**src/rtl/fetch.sv**
```systemverilog
// fetch: WISC instruction fetch stage. Holds the PC, reads instruction memory
// over a req/rdy handshake and feeds decode through a registered IF/ID output
// backed by a one-entry skid buffer.
module fetch #(
  parameter logic [15:0] RESET_PC = 16'h0000,
  parameter logic [15:0] NOP_WORD = 16'h0800
) (
  input  logic        clk,
  input  logic        rst,
  input  logic        stall,
  input  logic        redirect,
  input  logic [15:0] redirect_pc,
  output logic        imem_req,
  output logic [15:0] imem_addr,
  input  logic        imem_rdy,
  input  logic [15:0] imem_data,
  output logic [15:0] instruction,
  output logic [15:0] pc_plus2,
  output logic        instr_valid,
  output logic        halted,
  output logic        err
);

  typedef enum logic [1:0] {
    S_FETCH  = 2'd0,
    S_WAIT   = 2'd1,
    S_DROP   = 2'd2,
    S_HALTED = 2'd3
  } state_t;

  state_t      state_q, state_d;
  logic [15:0] pc_q, pc_d;
  logic [15:0] drop_addr_q, drop_addr_d;
  logic [15:0] out_instr_q, out_instr_d;
  logic [15:0] out_pc2_q, out_pc2_d;
  logic        out_valid_q, out_valid_d;
  logic [15:0] skid_instr_q, skid_instr_d;
  logic [15:0] skid_pc2_q, skid_pc2_d;
  logic        skid_valid_q, skid_valid_d;
  logic        err_q, err_d;

  logic        req_raw;
  logic        accept;
  logic        is_halt;
  logic        out_hold;
  logic [15:0] pc_inc;

  // Request generation: FETCH issues only when the skid has room; WAIT and
  // DROP keep the outstanding request up until it completes.
  always_comb begin
    req_raw = 1'b0;
    case (state_q)
      S_FETCH:        req_raw = !skid_valid_q;
      S_WAIT, S_DROP: req_raw = 1'b1;
      default:        req_raw = 1'b0;
    endcase
  end

  // Request is masked while reset is held so nothing is issued during reset;
  // DROP keeps presenting the superseded address until its data arrives.
  assign imem_req  = req_raw & rst;
  assign imem_addr = (state_q == S_DROP) ? drop_addr_q : pc_q;

  assign is_halt  = (imem_data[15:11] == 5'b00000);
  assign accept   = imem_req && imem_rdy && !redirect &&
                    ((state_q == S_FETCH) || (state_q == S_WAIT));
  assign out_hold = out_valid_q && stall;
  assign pc_inc   = pc_q + 16'd2;

  // FSM next state and PC: redirect overrides everything, a redirect that
  // catches a request still in flight parks in DROP to swallow its data.
  always_comb begin
    state_d     = state_q;
    pc_d        = pc_q;
    drop_addr_d = drop_addr_q;
    case (state_q)
      S_FETCH, S_WAIT: begin
        if (imem_req && !imem_rdy) begin
          if (redirect) begin
            state_d     = S_DROP;
            drop_addr_d = imem_addr;
          end else begin
            state_d = S_WAIT;
          end
        end else if (accept && is_halt) begin
          state_d = S_HALTED;
        end else begin
          state_d = S_FETCH;
        end
      end
      S_DROP: begin
        if (imem_rdy) state_d = S_FETCH;
      end
      S_HALTED: begin
        if (redirect) state_d = S_FETCH;
      end
      default: state_d = S_FETCH;
    endcase
    if (redirect) begin
      pc_d = redirect_pc;
    end else if (accept && !is_halt) begin
      pc_d = pc_inc;
    end
  end

  // IF/ID register and skid: clear on redirect, hold on stall (parking any
  // new word in the skid), otherwise drain skid first, then the new word.
  always_comb begin
    out_instr_d  = out_instr_q;
    out_pc2_d    = out_pc2_q;
    out_valid_d  = out_valid_q;
    skid_instr_d = skid_instr_q;
    skid_pc2_d   = skid_pc2_q;
    skid_valid_d = skid_valid_q;
    if (redirect) begin
      out_valid_d  = 1'b0;
      out_instr_d  = NOP_WORD;
      skid_valid_d = 1'b0;
    end else if (out_hold) begin
      if (accept) begin
        skid_valid_d = 1'b1;
        skid_instr_d = imem_data;
        skid_pc2_d   = pc_inc;
      end
    end else if (skid_valid_q) begin
      out_valid_d  = 1'b1;
      out_instr_d  = skid_instr_q;
      out_pc2_d    = skid_pc2_q;
      skid_valid_d = 1'b0;
    end else if (accept) begin
      out_valid_d = 1'b1;
      out_instr_d = imem_data;
      out_pc2_d   = pc_inc;
    end else begin
      out_valid_d = 1'b0;
      out_instr_d = NOP_WORD;
    end
  end

  // Sticky protocol error: data strobe with no request outstanding.
  always_comb begin
    err_d = err_q | (imem_rdy & ~imem_req);
  end

  // State registers with synchronous active-low reset.
  always_ff @(posedge clk) begin
    if (!rst) begin
      state_q      <= S_FETCH;
      pc_q         <= RESET_PC;
      drop_addr_q  <= RESET_PC;
      out_instr_q  <= NOP_WORD;
      out_pc2_q    <= '0;
      out_valid_q  <= 1'b0;
      skid_instr_q <= NOP_WORD;
      skid_pc2_q   <= '0;
      skid_valid_q <= 1'b0;
      err_q        <= 1'b0;
    end else begin
      state_q      <= state_d;
      pc_q         <= pc_d;
      drop_addr_q  <= drop_addr_d;
      out_instr_q  <= out_instr_d;
      out_pc2_q    <= out_pc2_d;
      out_valid_q  <= out_valid_d;
      skid_instr_q <= skid_instr_d;
      skid_pc2_q   <= skid_pc2_d;
      skid_valid_q <= skid_valid_d;
      err_q        <= err_d;
    end
  end

  assign instruction = out_instr_q;
  assign pc_plus2    = out_pc2_q;
  assign instr_valid = out_valid_q;
  assign halted      = (state_q == S_HALTED);
  assign err         = err_q;

endmodule

```
**config.mk**
```make
export PLATFORM = sky130hd
export DESIGN_NAME = fetch
export DESIGN_NICKNAME = d
export VERILOG_FILES = /design/src/rtl/fetch.sv
export SDC_FILE = /design/constraint.sdc
export NUM_CORES = 1
export LEC_CHECK = 0
export ABC_AREA = 1
export CORE_ASPECT_RATIO = 1.5
export CORE_MARGIN = 1
export CORE_UTILIZATION = 28
export DETAILED_ROUTE_END_ITERATION = 16
export PLACE_DENSITY_LB_ADDON = 0.12
export SYNTH_ARGS = -nofsm -noshare
export SYNTH_HDL_FRONTEND = slang
export SYNTH_SLANG_ARGS = --single-unit
```
**constraint.sdc**
```tcl
create_clock -name clk -period 1.6 [get_ports clk]
set_input_delay 0.16 -clock clk [delete_from_list [all_inputs] [get_ports clk]]
set_output_delay 0.16 -clock clk [all_outputs]
set_load 0.005 [all_outputs]
```
-- Word-level counts from Yosys, hierarchy flattened
Cells that the tools add are included.
- flip-flop bits (word level): 101
- latch bits: 0
- memory bits (writable): 0
- memory bits (read-only): 0
- output and inout port bits: 52
- logic and storage cells: 63
- memories: 0
- add/subtract/negate cells: 1
- multiply operators: 0
- div/mod/pow operators: 0
- $lt $le $gt $ge: 0
- equality and inequality tests: 5
- shift-type cells: 0
- multiplexer cells: 16
- bitwise operators: 7
- reduce and logical (&&, ||, !) cells: 24
- operators by type and width (kind ; count):
    $mux 16 ; 7
    $add 16x2->16 const B ; 1
    $mux 2 ; 5
    $reduce_and 3->1 ; 3
    $logic_and 1x1->1 ; 7
    $pmux 2 s3 ; 1
    $reduce_or 2->1 ; 3
    $logic_not 5->1 ; 1
    $eq 2x2->1 const B ; 2
    $logic_not 1->1 ; 4
    $ne 2x2->1 const B ; 2
    $not 1->1 ; 4
    $reduce_bool 2->1 ; 2
    $reduce_or 3->1 ; 1
    $and 1x1->1 ; 2
    $eq 2x1->1 const B ; 1
    $logic_not 2->1 ; 1
    $mux 1 ; 2
    $pmux 1 s2 ; 1
    $reduce_and 2->1 ; 1
    $logic_or 1x1->1 ; 1
    $or 1x1->1 ; 1

-- Depth between registers and ports, before layout
Gate-level depths: netlist of the first run.
- depth after elaboration: 11
- gate-level depth with buffers: 11
- gate-level depth less buffers: 10

-- Least setup slack after synthesis of the first run
OpenSTA, ideal clock, no wires.
- path kind: reg2reg
- from: register state_q[0]
- to: register pc_q[10]
- setup time: 110 ps
- data arrival time: 1536 ps
- data required time: 1490 ps
- slack: -46 ps
- cell stages (with the launch flop): 12
- path buffers: 2
- period minus slack after synthesis: 1646 ps
- cells stage by stage: dfxtp_1 -> inv_1 -> ha_1 -> inv_1 -> a21oi_4 -> buf_6 -> nand3_4 -> buf_6 -> nand3_1 -> nand3_1 -> nand2_1 -> inv_1
- cells in the longest elaborated chain, start to end: 9
- elaborated cells between the ends (all ways): 12
- classes of those cells: 2 x eq/ne; 1 x mux; 1 x bitwise; 8 x reduce/logical
- RTL lines (element ; RTL line ; RTL):
    from (decl) ; 31 ; state_t state_q, state_d;
    from (signal assigned) ; 159 ; state_q <= state_d;
    $eq 2x2->1 or $eq 2x1->1 (tied branches) ; 52, 66 ;
    $reduce_or 2->1 ; 52 ; case (state_q)
    $pmux 1 s2 ; 52 ;
    $and 1x1->1 ; 61 ; assign imem_req = req_raw & rst;
    $logic_and 1x1->1 (2 in a row) ; 65 ; assign accept = imem_req && imem_rdy && !redirect &&
    $logic_and 1x1->1 (*) ; 65 ;
    $logic_and 1x1->1 (*) ; 101 ; end else if (accept && !is_halt) begin
    $reduce_bool 2->1 (no source line) (*) ; - ;
    to (signal assigned) ; 160 ; pc_q <= pc_d;
    to (decl) ; 32 ; logic [15:0] pc_q, pc_d;
Mark *: on every way between the ends. The rest lies on a longest branch, timed or not.
A chain may end at the register's enable or synchronous reset.

-- Worst setup path in the final report of the first run
- from: register state_q[1]
- to: register skid_pc2_q[12]
- cells in the longest elaborated chain, start to end: 8
- elaborated cells between the ends (all ways): 11
- classes of those cells: 2 x eq/ne; 1 x mux; 1 x bitwise; 7 x reduce/logical
- RTL lines (element ; RTL line ; RTL):
    $eq 2x2->1 or $eq 2x1->1 (tied branches) ; 52, 66 ;
    $reduce_or 2->1 ; 52 ;
    $pmux 1 s2 ; 52 ;
    $and 1x1->1 ; 61 ;
    $logic_and 1x1->1 (2 in a row) ; 65 ;
    $logic_and 1x1->1 (*) ; 65 ;
    $reduce_and 3->1 (no source line) (*) ; - ;
    to (signal assigned) ; 166 ; skid_pc2_q <= skid_pc2_d;
    to (decl) ; 38 ; logic [15:0] skid_pc2_q, skid_pc2_d;
Marks and branches as above.

==> results of run 1 <==
how the worst min path moves through the flow:
stage / start / end / slack [ps] / cells after the start
global route: imem_data[0] / skid_instr_q[0] / 400 / 3
floorplan: imem_data[11] / skid_instr_q[11] / 270 / 2
global placement: skid_pc2_q[5] / skid_pc2_q[5] / 440 / 2
detailed placement: skid_pc2_q[5] / skid_pc2_q[5] / 440 / 2
finish: imem_data[0] / skid_instr_q[0] / 390 / 3
CTS: imem_data[4] / skid_instr_q[4] / 390 / 3
power by group through the flow:
stage                     Sequential, W  Clock [W]  Combinational (W)
after floorplan                 0.00269          0           0.000367
after global placement          0.00269          0           0.000747
after detailed placement        0.00270          0           0.000749
after CTS                       0.00264    0.00230           0.000938
after global routing            0.00266    0.00240            0.00112
final                           0.00265    0.00224            0.00103
timing repair:
| item | 4_1_cts | 5_1_grt |
|---|---|---|
| hold buffers | 0 | 0 |
| gates cloned | 9 | 5 |
| pin swaps | 23 | 42 |
| resized for setup | 180 | 90 |
| buffers inserted | 20 | 11 |
| endpoints found under the setup margin | 115 | 116 |
registers in the layout, summed over array words and instances, names as in the netlist:
register      cells
skid_pc2_q       16
instr_valid       1
state_q           2
drop_addr_q      16
skid_valid_q      1
pc_q             16
skid_instr_q     16
err               1
instruction      16
pc_plus2         16
worst min-delay path, cell delays in order:
cell	delay (ps)
clkdlybuf4s50_1	430
nand2_1	80
a21oi_1	50
cell usage after synthesis (5+ instances only):
cell type and instances:
nand4_1 21, clkbuf_1 25, a31oi_1 16, nor2_1 98
buf_2 9, a21oi_1 47, inv_2 5, nand3_1 38
o21ai_0 63, ha_1 5, dfxtp_1 101, nand2_1 212
inv_1 51
cell families (layout without fill, tap and decap cells):
kind of cell,count (synthesis),in the layout,synth area share
AND/OR/NAND/NOR,377,379,0.3247
AO/OA/AOI/OAI,136,136,0.1516
flip-flops,101,101,0.4188
buffers and inverters,99,248,0.08655
adder cells (fa/ha/maj),5,5,0.01296
XOR/XNOR,3,3,0.005443
through the flow:
step                      setup TNS (ps)  instance area (um2)    util  hold WS, ps
after floorplan                        0                 4831       -        273.2
after global placement            -17490                 6218  0.3694        435.0
after detailed placement          -20270                 6218  0.3694        443.1
after CTS                         -14530                 7147  0.4245        386.5
after global routing              -25210                 7594  0.4510        402.4
final                             -16040                 7594  0.4510        394.3
cell usage in the layout (no fill, tap or decap), types with 16 or more instances in the layout:
| cell | Yosys | layout |
|---|---|---|
| buf_6 | 4 | 20 |
| nor2_1 | 98 | 92 |
| nand4_1 | 21 | 21 |
| a21oi_1 | 47 | 38 |
| dfxtp_1 | 101 | 99 |
| buf_4 | 0 | 46 |
| nand2_4 | 0 | 16 |
| clkdlybuf4s50_1 | 0 | 70 |
| nand2_1 | 212 | 170 |
| a31oi_1 | 16 | 16 |
| o21ai_0 | 63 | 37 |
| buf_2 | 9 | 16 |
| nand3_1 | 38 | 32 |
| inv_1 | 51 | 44 |
| nand2_2 | 1 | 26 |
cell type report:
type                       instances  area, um2  share of cell area
clock buffer                       9      225.2             0.02966
timing repair buffer             175       1858              0.2447
multi-input combinational        523       2900              0.3819
clock inverter                     7      73.82            0.009722
sequential                       101       2027              0.2669
inverter                          57      246.5             0.03246
tap                              210      262.8             0.03460
layer usage:
metal / wire [um] / global-route usage
met5: 0 / 0
met1: 6806 / 0.2143
met2: 8719 / 0.3305
met3: 607 / 0.03041
met4: 329 / 0.06485
==> results.yml, run 1 <==
placement:
  routabilityCongestion: 0.8507
  port_buffers: 88
  dp.final_hpwl_um: 10210
  dp.cells: 1026
  pre_cts_ws_ps: -331.9
setup_path:
  crit_type: "flop to flop"
  crit_slowest_cell: "dfxtp_4"
  crit_buf_inv: 6
  crit_required_ps: 1890
  max_stage_delay_ps: 400
  arrival_ps: 2100
  rr_startpoint: "state_q[1]"
  r2r_slack_ps: -210
  worst-r2r-cell-count: 11
  crit_end: "skid_pc2_q[12]"
  critPathLaunchType: "flop"
  end_kind: "flop"
  crit_path_start: "state_q[1]"
  crit_cells: 11
  cp_max_fo: 8
  r2r-end: "skid_pc2_q[12]"
  crit_chain: "inv_4 -> ha_4 -> inv_2 -> a21oi_4 -> buf_4 -> buf_6 -> nand3_4 -> inv_8 -> clkbuf_16 -> o21ai_0 -> nor2_1"
  cp_top_family: "buffers and inverters"
yosys:
  synth_warnings: 0
  synth.top_cell.area_share: 0.4188
  yosysTopAreaCell: "dfxtp_1"
  synth-edff-count: 0
  avgSynthCellArea_um2: 6.697
  synth_area_leaders: "dfxtp_1 42%, nand2_1 16%, nor2_1 7.6%"
  synth_seq_cells: 101
  synth_nets: 763
  synthFlopType: "dfxtp_1"
  syn_area_mm2: 0.004828
  synth.distinct_cells: 30
  ys_seq_area_frac: 0.4188
  synthCells: 721
  synthArstFlopShare: 0
clock_tree:
  clockBufferDepth: 2
  cts-root-buf: "clkbuf_16"
  clock_latency_ps: 360
  cts_tree: "built"
  cts_buffers: 9
  cts_htree_levels: 3
  path_clk_slew_ps: 80
  clock-sinks: 101
global_routing:
  grt_pass1_wl_um: 25380
  grt_max_degree: 47
  grt_pass1_vias: 5035
  overflow: 0
  grt_usage: 0.1834
  antenna_found_initial: 0
detailed_routing:
  remaining_drc_errors: 0
  via_per_inst: 4.818
  wl_per_cell_um: 15.22
  dr.pass1.iters: 4
  wl_um: 16460
  ant_nets: 0
  drt_iter0_drc: 204
  vias: 5213
timing:
  slew_violations: 0
  rsz0062_at_grt: "true"
  fin_skew_ps: 12.26
  final_hold_viol_count: 0
  max_clock_freq_mhz: 552.1
  min_period_over_period: 1.132
  finalCriticalPeriod_ps: 1811
  slew_headroom: 0.6508
  tightest_slew_ps: 523.8
  setup_viol_count_final: 113
  fin_ws_ps: -211.3
layout:
  diodes: 0
  drive_gt1_frac: 0.2626
  n_fill_cell: 1726
  area_delta_synth_final_pct: 57.27
  instances_no_fill: 1082
  final_nets: 909
power:
  seq_power_share: 0.448
  p_sw_w: 0.001705
  clock_power_share: 0.378
  ir_worst_vdd_uv: 467.6
  intPower_w: 0.004204
  pwr-share-comb: 0.174
  p_leak_nw: 3.112
  p_sw_frac: 0.2885
  p_per_area_mw_per_mm2: 778.2
  p_total_w: 0.005909
die:
  std_cell_rows: 58
  dieWidth_um: 109.2
  start_util: 0.2868
  core-area_mm2: 0.01684
  dieArea_mm2: 0.01778
  io_pins: 89
  dieHeight_um: 162.8
outcome:
  outcome: "finished, violations left"
  violations: "setup timing"
run:
  maxCapViolations: 0
worst_hold_path:
  hold_path.class: "primary input to flop"
Note: power is estimated with default switching activity, not from simulation.
==> run 2, diff against run 1 <==
- CELL_PAD_IN_SITES_DETAIL_PLACEMENT: not set -> 1
- CELL_PAD_IN_SITES_GLOBAL_PLACEMENT: not set -> 1
==> results.yml, run 2 (same netlist as run 1, synthesis figures left out) <==
outcome:
  outcome: "finished, violations left"
  violations: "setup timing"
placement:
  port_buffers: 88
  routabilityCongestion: 0.7974
  postPlaceCellArea_mm2: 0.006274
  dp.final_hpwl_um: 11630
  dp.cells: 1030
  pre_cts_ws_ps: -283.2
setup_path:
  end_kind: "primary output"
  crit_buf_inv: 6
  arrival_ps: 1670
  critPathLaunchType: "flop"
  cp_top_family: "buffers and inverters"
  crit_chain: "buf_6 -> ha_4 -> inv_4 -> nand2_4 -> a21oi_4 -> buf_12 -> buf_4 -> buf_12 -> buf_6"
  crit_slowest_cell: "dfxtp_4"
  max_stage_delay_ps: 360
  crit_type: "flop to primary output"
  crit_required_ps: 1440
  cp_max_fo: 5
clock_tree:
  cts_htree_levels: 3
  clock_latency_ps: 360
  path_clk_slew_ps: 90
  cts_tree: "built"
  cts-root-buf: "clkbuf_16"
  cts_hold_buf: 0
  clockBufferDepth: 2
  cts_buffers: 9
  clock-sinks: 101
die:
  dieArea_mm2: 0.01778
  dieWidth_um: 109.2
  std_cell_rows: 58
  start_util: 0.2868
  io_pins: 89
  core-area_mm2: 0.01684
  dieHeight_um: 162.8
global_routing:
  antenna_found_initial: 0
  grt_usage: 0.2027
  grt_max_degree: 46
  overflow: 0
  grt_pass1_vias: 5526
  grt_pass1_wl_um: 27940
layout:
  area_delta_synth_final_pct: 63.41
  drive_gt1_frac: 0.3198
  final_cell_mix: "167 x nand2_1, 99 x dfxtp_1, 88 x nor2_1"
  final_nets: 925
  final_common_cell: "nand2_1"
  utilization: 0.4686
  diodes: 0
  design_area_mm2: 0.007890
  instances_no_fill: 1098
timing:
  fin_ws_ps: -230.0
  fin_skew_ps: 15.52
  max_clock_freq_mhz: 546.4
  setup_viol_count_final: 116
  rsz0062_at_grt: "true"
  tightest_slew_ps: 557.8
  finalCriticalPeriod_ps: 1830
  min_period_over_period: 1.144
  final_hold_viol_count: 0
  slew_headroom: 0.6281
  slew_violations: 0
power:
  p_leak_nw: 3.302
  p_total_w: 0.006098
  ir_worst_vdd_uv: 439.1
  p_per_area_mw_per_mm2: 772.8
detailed_routing:
  drt_iter0_drc: 148
  wl_per_cell_um: 16.70
  via_per_inst: 4.900
  remaining_drc_errors: 0
  wl_um: 18340
  dr.pass1.iters: 4
  vias: 5380
  ant_nets: 0
run:
  maxCapViolations: 0
worst_hold_path:
  hold_path.class: "primary input to flop"
## run 2: tightest hold or removal path: stages
cell,delay [ps]
clkdlybuf4s50_1,420
nand2_1,70
a21oi_1,50
## run 2: path summary, 6_finish.rpt
path | start | to | slack, ps | cells past startpoint
hold reg to reg | skid_pc2_q[0] | skid_pc2_q[0] | 470 | 2
setup reg to reg | state_q[1] | pc_plus2[13] | -220 | 14
hold / removal | imem_data[0] | skid_instr_q[0] | 390 | 3
setup / recovery | state_q[1] | imem_req | -230 | 9
## run 2: area by class of cell
type | count | area, um2
clock buffer | 9 | 225.2
clock inverter | 7 | 82.58
fill | 2061 | 8946
inverter | 57 | 261.5
multi-input combinational | 523 | 3087
sequential | 101 | 2027
tap | 210 | 262.8
timing repair buffer | 191 | 1944
## run 2: repair_timing
action	4_1_cts	5_1_grt
gates cloned	7	4
pin swaps	37	25
gates resized for setup	228	98
setup buffers	18	25
setup endpoints to repair	114	116
## run 2: report_power, final
group,leakage (nW),switching [W],internal [W]
clock network,0.144,0.00110,0.00124
registers,0.821,0.0000688,0.00258
logic,2.34,0.000564,0.000543
total,3.30,0.00173,0.00436
## run 2: stage by stage
step | TNS, ps | hold WS (ps)
floorplan | 0 | 273.2
global placement | -12760 | 435.7
detailed placement | -15340 | 447.3
CTS | -14420 | 386.0
global route | -26500 | 424.9
finish | -17180 | 387.2
## run 2: per-layer routing
layer | global-route usage | vias up | share of wire
met5 | 0 | - | 0
met4 | 0.07576 | 0 | 0.021
met3 | 0.02721 | 27 | 0.026
met2 | 0.3779 | 92 | 0.56
met1 | 0.2282 | 2604 | 0.40
li1 | - | 2657 | -
